==> src/rtl/sdiff_accum.sv <==
// Signed windowed accumulator: sums COUNT qualified difference samples with
// saturation and presents the window total with a one-cycle valid pulse.
module sdiff_accum #(
    parameter int unsigned DATAWIDTH = 2,
    parameter int unsigned ACCWIDTH  = 8,
    parameter int unsigned COUNT     = 4
) (
    input  logic                 Clk,
    input  logic                 Rst,
    input  logic                 start,
    input  logic [DATAWIDTH-1:0] diff,
    input  logic                 diff_valid,
    output logic [ACCWIDTH-1:0]  sum,
    output logic                 sum_valid,
    output logic                 busy,
    output logic                 sat
);

    localparam int unsigned CntWidth = $clog2(COUNT + 1);
    localparam logic [CntWidth-1:0] LastCnt = CntWidth'(COUNT - 1);
    localparam logic [ACCWIDTH-1:0] AccMax = {1'b0, {(ACCWIDTH-1){1'b1}}};
    localparam logic [ACCWIDTH-1:0] AccMin = {1'b1, {(ACCWIDTH-1){1'b0}}};

    typedef enum logic [1:0] {StIdle, StAccum, StDone} state_e;

    state_e                state_q, state_d;
    logic [ACCWIDTH-1:0]   acc_q, acc_d;
    logic [CntWidth-1:0]   cnt_q, cnt_d;
    logic [ACCWIDTH-1:0]   sum_q, sum_d;
    logic                  sat_q, sat_d;

    logic [ACCWIDTH:0]     diff_ext;
    logic [ACCWIDTH:0]     sum_wide;
    logic [ACCWIDTH-1:0]   acc_clamped;
    logic                  ovf_pos, ovf_neg;
    logic                  accept, clear, last;

    assign diff_ext = {{(ACCWIDTH + 1 - DATAWIDTH){diff[DATAWIDTH-1]}}, diff};
    assign sum_wide = {acc_q[ACCWIDTH-1], acc_q} + diff_ext;
    // Top two bits disagree only when the result left the ACCWIDTH signed range.
    assign ovf_pos  = ~sum_wide[ACCWIDTH] & sum_wide[ACCWIDTH-1];
    assign ovf_neg  = sum_wide[ACCWIDTH] & ~sum_wide[ACCWIDTH-1];

    always_comb begin
        acc_clamped = sum_wide[ACCWIDTH-1:0];
        if (ovf_pos) begin
            acc_clamped = AccMax;
        end else if (ovf_neg) begin
            acc_clamped = AccMin;
        end
    end

    assign accept = (state_q == StAccum) && diff_valid;
    assign clear  = start && ((state_q == StIdle) || (state_q == StDone));
    assign last   = (cnt_q == LastCnt);

    // State register
    always_ff @(posedge Clk or posedge Rst) begin
        if (Rst) begin
            state_q <= StIdle;
        end else begin
            state_q <= state_d;
        end
    end

    // Next-state logic
    always_comb begin
        state_d = state_q;
        unique case (state_q)
            StIdle:  if (start) state_d = StAccum;
            StAccum: if (diff_valid && last) state_d = StDone;
            StDone:  state_d = start ? StAccum : StIdle;
            default: state_d = StIdle;
        endcase
    end

    // FSM outputs
    always_comb begin
        busy      = (state_q == StAccum);
        sum_valid = (state_q == StDone);
    end

    always_comb begin
        acc_d = acc_q;
        cnt_d = cnt_q;
        sum_d = sum_q;
        sat_d = sat_q;
        if (clear) begin
            acc_d = '0;
            cnt_d = '0;
            sat_d = 1'b0;
        end else if (accept) begin
            acc_d = acc_clamped;
            cnt_d = cnt_q + 1'b1;
            sat_d = sat_q | ovf_pos | ovf_neg;
            if (last) begin
                sum_d = acc_clamped;
            end
        end
    end

    always_ff @(posedge Clk or posedge Rst) begin
        if (Rst) begin
            acc_q <= '0;
            cnt_q <= '0;
            sum_q <= '0;
            sat_q <= 1'b0;
        end else begin
            acc_q <= acc_d;
            cnt_q <= cnt_d;
            sum_q <= sum_d;
            sat_q <= sat_d;
        end
    end

    assign sum = sum_q;
    assign sat = sat_q;

endmodule

==> config.mk <==
export PLATFORM = sky130hd
export DESIGN_NAME = sdiff_accum
export DESIGN_NICKNAME = d
export VERILOG_FILES = /design/src/rtl/sdiff_accum.sv
export SDC_FILE = /design/constraint.sdc
export NUM_CORES = 1
export LEC_CHECK = 0
export BUFFER_PORTS_ARGS = -buffer_cell sky130_fd_sc_hd__buf_2
export CORE_UTILIZATION = 30
export CTS_BUF_LIST = sky130_fd_sc_hd__clkbuf_4 sky130_fd_sc_hd__clkbuf_8
export CTS_CLUSTER_SIZE = 12
export DETAILED_ROUTE_END_ITERATION = 10
export RECOVER_POWER = 100
export SLEW_MARGIN = 20
export SYNTH_ARGS = -nofsm -noshare
export SYNTH_HDL_FRONTEND = slang
export SYNTH_SLANG_ARGS = --single-unit
==> constraint.sdc <==
create_clock -name Clk -period 2.2 [get_ports Clk]
set_input_delay 0.44 -clock Clk [delete_from_list [all_inputs] [get_ports Clk]]
set_output_delay 0.44 -clock Clk [all_outputs]
set_load 0.05 [all_outputs]
==> flow_metrics.py, run 1 <==
metrics = {
    "power": {
        "power.density_mw_per_mm2": 1710,
        "p_leak_nw": 0.858,
        "power_frac_comb_pct": 68.7,
        "clock_power_share_pct": 8.9,
        "internal_power_mw": 1.67,
        "power_frac_seq_pct": 22.4,
        "p_total_mw": 3.17,
        "p_sw_share_pct": 47.4,
        "ir_drop_mv": 0.788,
        "switchingPower_mw": 1.51,
    },
    "synth": {
        "yosysMostFrequentCell": "dfrtp_1",
        "synth_area_leaders": "dfrtp_1 40%, ha_1 9.0%, nand2_1 4.9%",
        "ys_top_cells_by_count": "22 x dfrtp_1, 18 x nand2_1, 12 x nand3_1",
        "synth_top_flop_cell": "dfrtp_1",
        "async_reset_ff_share_pct": 100,
        "synth_edf_count": 0,
        "syn_area_per_cell_um2": 9.88,
        "synth_warnings": 0,
        "yosysSeqAreaShare_pct": 39.5,
        "ys_seq_elements": 22,
        "netlist_instances": 141,
        "synthesis.nets": 158,
        "synth.top_cell.area_share_pct": 39.5,
        "synthDistinctLibCells": 40,
        "syn-cell-area_mm2": 0.00139,
        "yosysTopAreaCell": "dfrtp_1",
    },
    "layout": {
        "drive_gt1_share_pct": 34.8,
        "fin_util_pct": 42.1,
        "area_growth_pct": 33.5,
        "fin_cells": 239,
        "nets": 205,
        "n_antenna_cell": 0,
    },
    "sta": {
        "fin_skew_ps": 4.95,
        "fmax_mhz": 462,
        "rsz0062_at_grt": "yes",
        "finalHoldViolations": 0,
        "min_period_ps": 2170,
        "whs_ps": 481,
        "tightest_slew_ps": 1150,
        "finalSetupViolCount": 0,
        "timing.final.ws_setup_ps": 34.7,
        "slew-limit-headroom_pct": 23.3,
        "finalMaxSlewViolations": 0,
        "final.period_utilization_pct": 98.4,
    },
    "route": {
        "dr_wl_met3_um": 116,
        "wl_per_cell_um": 13.8,
        "first_pass_iters": 4,
        "wl_met2_mm": 1.66,
        "vias_per_cell": 4.92,
        "wirelength_met1_mm": 1.51,
        "antenna_left": 0,
        "top_layer": "met4",
        "vias": 1177,
        "drt_iter0_markers": 63,
        "drc": 0,
        "postRouteWirelength_mm": 3.31,
    },
    "clock_tree": {
        "htreeDepth": 1,
        "cts_hold_buf": 0,
        "clock_sinks": 22,
        "cts_buffers": 3,
        "clock_path_buffers": 2,
        "cts-root-buf": "clkbuf_8",
        "insertion_delay_ps": 260,
        "cts_tree": "built",
        "clkTransAtPathRegs_ps": 80,
    },
    "critical_path": {
        "critPathMaxFanout": 5,
        "path_delay_family": "compound AO/OA/AOI/OAI gates",
        "startpoint": "acc_q[6]$_DFFE_PP0P_",
        "startpoint_type": "register",
        "required_ps": 2320,
        "end_kind": "register",
        "path_class": "reg -> reg",
        "crit_slowest_cell": "a2111o_1",
        "r2r-start": "acc_q[6]$_DFFE_PP0P_",
        "crit_buf_inv": 2,
        "cpPeakStageDelay_ps": 490,
        "path_cells": "ha_1 -> buf_4 -> a2111o_1 -> a2bb2oi_4 -> buf_12 -> a22oi_2 -> o31ai_1",
        "arrival_ps": 2290,
    },
    "min_path": {
        "worstHoldStart": "diff_valid",
        "hp-class": "in -> reg",
    },
    "die": {
        "ios": 17,
        "die_y_um": 70.1,
        "die-area_mm2": 0.00492,
        "placementRows": 24,
        "core_area_mm2": 0.00441,
        "die_x_um": 70.1,
        "floorplan.initialDensity_pct": 31.5,
    },
    "place": {
        "hpwl_mm": 2.54,
        "routabilityCongestion": 0.765,
        "io_buffers": 16,
        "dp_worst_setup_slack_ps": -247,
        "dpl.cell_count": 233,
    },
    "global_routing": {
        "first_global_vias": 1202,
        "grt_pass1_wl_mm": 5.60,
        "grt_usage_pct": 14.1,
        "antenna_found_initial": 0,
        "grt_overflow": 0,
        "grt_max_degree": 23,
    },
    "outcome": {
        "status": "complete, no violations",
    },
    "job": {
        "maxCapViolations": 0,
    },
}
==> registers in the layout (all words and copies together) (netlist names) <==
signal,flops
cnt_q,3
state_q,2
acc_q,8
sum,8
sat,1
==> routing by layer <==
layer | vias to the layer above | global-route usage (%)
met5 | - | 0
met4 | 0 | 0.889
met2 | 21 | 23.2
met1 | 549 | 19.7
met3 | 2 | 3.46
li1 | 605 | -
==> cells by family (layout without fill, tap and decap cells) <==
family | after synthesis | count (layout) | share of synthesized area (%)
buf+inv | 12 | 58 | 3.50
simple gates | 45 | 45 | 16.4
compound gates | 45 | 45 | 26.0
flops | 22 | 22 | 39.5
xor+xnor | 3 | 3 | 1.89
fa+ha+maj | 14 | 14 | 12.7
==> worst reg2reg max path: stages, from the launching register on <==
cell,delay (ps)
dfrtp_1,400
ha_1,330
buf_4,170
a2111o_1,490
a2bb2oi_4,210
buf_12,130
a22oi_2,210
o31ai_1,100
==> final cells by class <==
type                    count  area, um^2
inverters                   8        30.0
clock buffers               4        55.1
repair buffers             46         302
flip-flops and latches     22         551
well taps                  52        65.1
fillers                   438        2550
multi-input cells         107         857
==> what timing repair did <==
action,CTS,global route
cloned,0,0
gates resized for setup,0,9
pin swaps,1,10
setup buffers,2,0
setup endpoints to repair,8,15
==> power groups by stage <==
| stage | sequential, mW | clock [mW] | combinational, mW |
|---|---|---|---|
| 6_report | 0.710 | 0.283 | 2.18 |
| 5_1_grt | 0.735 | 0.302 | 2.40 |
| 4_1_cts | 0.706 | 0.290 | 2.13 |
| 3_5_place_dp | 0.714 | 0 | 2.05 |
| 3_3_place_gp | 0.710 | 0 | 2.03 |
| 2_1_floorplan | 0.937 | 0 | 1.18 |
==> worst paths after layout <==
kind / endpoint / slack, ps / depth (start not counted)
worst max-delay path: sum[5]$_DFFE_PP0P_ / 30 / 7
worst min-delay path: state_q[0]$_DFFE_PP0P_ / 480 / 4
worst max register to register: sum[5]$_DFFE_PP0P_ / 30 / 7
worst min register to register: sum[4]$_DFFE_PP0P_ / 490 / 2
max in group asynchronous: cnt_q[1]$_DFFE_PP0P_ / 980 / 3
min in group asynchronous: cnt_q[2]$_DFFE_PP0P_ / 530 / 3
==> metrics by stage <==
stage	instance area, um^2	TNS (ps)
4_1_cts	1840	0
3_3_place_gp	1750	-2360
3_5_place_dp	1750	-2830
2_1_floorplan	1420	0
5_1_grt	1860	-499
6_report	1860	0
==> layout by cell type, fill, tap and decap left out, drive strengths merged, types with 5 or more instances in the layout <==
| cell type | n |
|---|---|
| a21oi | 6 |
| buf | 35 |
| clkbuf | 15 |
| dfrtp | 22 |
| ha | 10 |
| inv | 8 |
| nand2 | 18 |
| nand3 | 13 |
| nor2 | 5 |
| o21ai | 14 |
| o31ai | 6 |
(Power assumes the default switching activity.)
==> run 2: changes to the inputs <==
Settings changed: BUFFER_PORTS_ARGS -buffer_cell sky130_fd_sc_hd__buf_2 to -buffer_cell sky130_fd_sc_hd__buf_4.
==> flow_metrics.py, run 2 (synthesis results as in run 1) <==
metrics = {
    "sta": {
        "tightest_slew_ps": 832,
        "finalMaxSlewViolations": 0,
        "fin_setup_tns_ps": 0,
        "fmax_mhz": 466,
        "slew-limit-headroom_pct": 44.5,
        "final.period_utilization_pct": 97.5,
        "fin_skew_ps": 3.41,
        "min_period_ps": 2150,
        "finalSetupViolCount": 0,
        "timing.final.ws_setup_ps": 54.3,
        "rsz0062_at_grt": "yes",
        "finalHoldViolations": 0,
    },
    "layout": {
        "multi_input_area_um2": 866,
        "final-seq-area_um2": 551,
        "nets": 202,
        "n_antenna_cell": 0,
        "area_growth_pct": 33.0,
        "drive_gt1_share_pct": 34.8,
        "mostFrequentLayoutCell": "buf_4",
        "fillCellCount": 433,
        "final_cell_mix": "32 x buf_4, 22 x dfrtp_1, 18 x nand2_1",
    },
    "critical_path": {
        "path_class": "reg -> reg",
        "end_kind": "register",
        "critPathMaxFanout": 7,
        "arrival_ps": 2270,
        "r2r_slack_ps": 50,
        "startpoint_type": "register",
        "required_ps": 2320,
    },
    "job": {
        "maxCapViolations": 0,
    },
    "global_routing": {
        "grt_usage_pct": 14.7,
        "grt_most_used_layer": "met2",
        "first_global_vias": 1260,
        "grt_pass1_wl_mm": 5.70,
        "antenna_found_initial": 0,
        "met1_usage_pct": 17.1,
        "grt_overflow": 0,
        "grt_use_met2_pct": 26.5,
        "met3_usage_pct": 3.32,
        "grt_max_degree": 23,
    },
    "clock_tree": {
        "cts_hold_buf": 0,
        "htreeDepth": 1,
        "clkTransAtPathRegs_ps": 70,
        "cts-root-buf": "clkbuf_8",
        "cts_buffers": 3,
        "clock_path_buffers": 2,
        "insertion_delay_ps": 260,
        "clock_sinks": 22,
        "cts_tree": "built",
    },
    "die": {
        "ios": 17,
        "die-area_mm2": 0.00492,
        "floorplan.initialDensity_pct": 31.5,
        "die_x_um": 70.1,
        "core_area_mm2": 0.00441,
        "placementRows": 24,
        "die_y_um": 70.1,
    },
    "route": {
        "vias_per_cell": 5.20,
        "postRouteWirelength_mm": 3.44,
        "vias": 1227,
        "antenna_left": 0,
        "first_pass_iters": 4,
        "wl_per_cell_um": 14.6,
        "drc": 0,
        "drt_iter0_markers": 56,
    },
    "place": {
        "dp_worst_setup_slack_ps": -181,
        "routabilityCongestion": 0.861,
        "hpwl_mm": 2.71,
        "io_buffers": 16,
    },
    "power": {
        "ir_drop_mv": 0.654,
        "power.density_mw_per_mm2": 1720,
        "p_total_mw": 3.19,
        "p_leak_nw": 0.849,
    },
    "min_path": {
        "hp-class": "in -> async",
    },
    "outcome": {
        "status": "complete, no violations",
    },
}
==> run 2: area by class of cell <==
class                      instances  share of cell area (%)
multi-input combinational        107                    46.8
inverter                           8                    1.62
sequential                        22                    29.7
tap                               52                    3.51
timing repair buffer              43                    15.4
clock buffer                       4                    2.97
==> run 2: where the power goes <==
group          switching [mW]  leakage [nW]  internal (mW)
Clock                   0.122        0.0288          0.159
Combinational            1.28         0.549          0.908
Sequential              0.124         0.271          0.590
==> run 2: per-stage QoR <==
stage	instances	area, um^2	util, %	hold WS [ps]
finish	236	1850	42.0	349
global route	236	1850	42.0	437
CTS	232	1810	41.0	372
detailed placement	227	1750	39.6	480
global placement	227	1750	39.6	466
floorplan	141	1420	-	429
==> run 2: timing repair <==
item                                    4_1_cts  5_1_grt
pin swaps                                     1        5
gates resized for setup                       0       10
hold endpoints to repair                      0        0
endpoints found under the setup margin        4       15
buffers inserted                              1        4
==> run 2: final timing paths <==
| check | start | end | depth (start not counted) |
|---|---|---|---|
| setup / recovery | acc_q[0]$_DFFE_PP0P_ | acc_q[7]$_DFFE_PP0P_ | 9 |
| hold / removal | Rst | state_q[1]$_DFFE_PP0P_ | 2 |
| setup reg to reg | acc_q[0]$_DFFE_PP0P_ | acc_q[7]$_DFFE_PP0P_ | 9 |
| hold reg to reg | sum[4]$_DFFE_PP0P_ | sum[4]$_DFFE_PP0P_ | 2 |
| max in group asynchronous | Rst | cnt_q[1]$_DFFE_PP0P_ | 2 |
| min in group Clk | diff_valid | state_q[0]$_DFFE_PP0P_ | 4 |
==> run 2: critical path, cell delays in order (launching register included) <==
cell	delay [ps]
dfrtp_1	360
ha_2	190
inv_2	40
fa_2	330
nand2b_4	160
a211oi_4	250
a2bb2oi_4	330
buf_4	170
buf_4	100
o21ai_0	80
==> run 2: routing by layer <==
layer  wire [um]  vias to the layer above
met5           0                        -
met4          65                        0
met3         132                        8
met2        1780                       25
met1        1470                      594
li1            -                      600
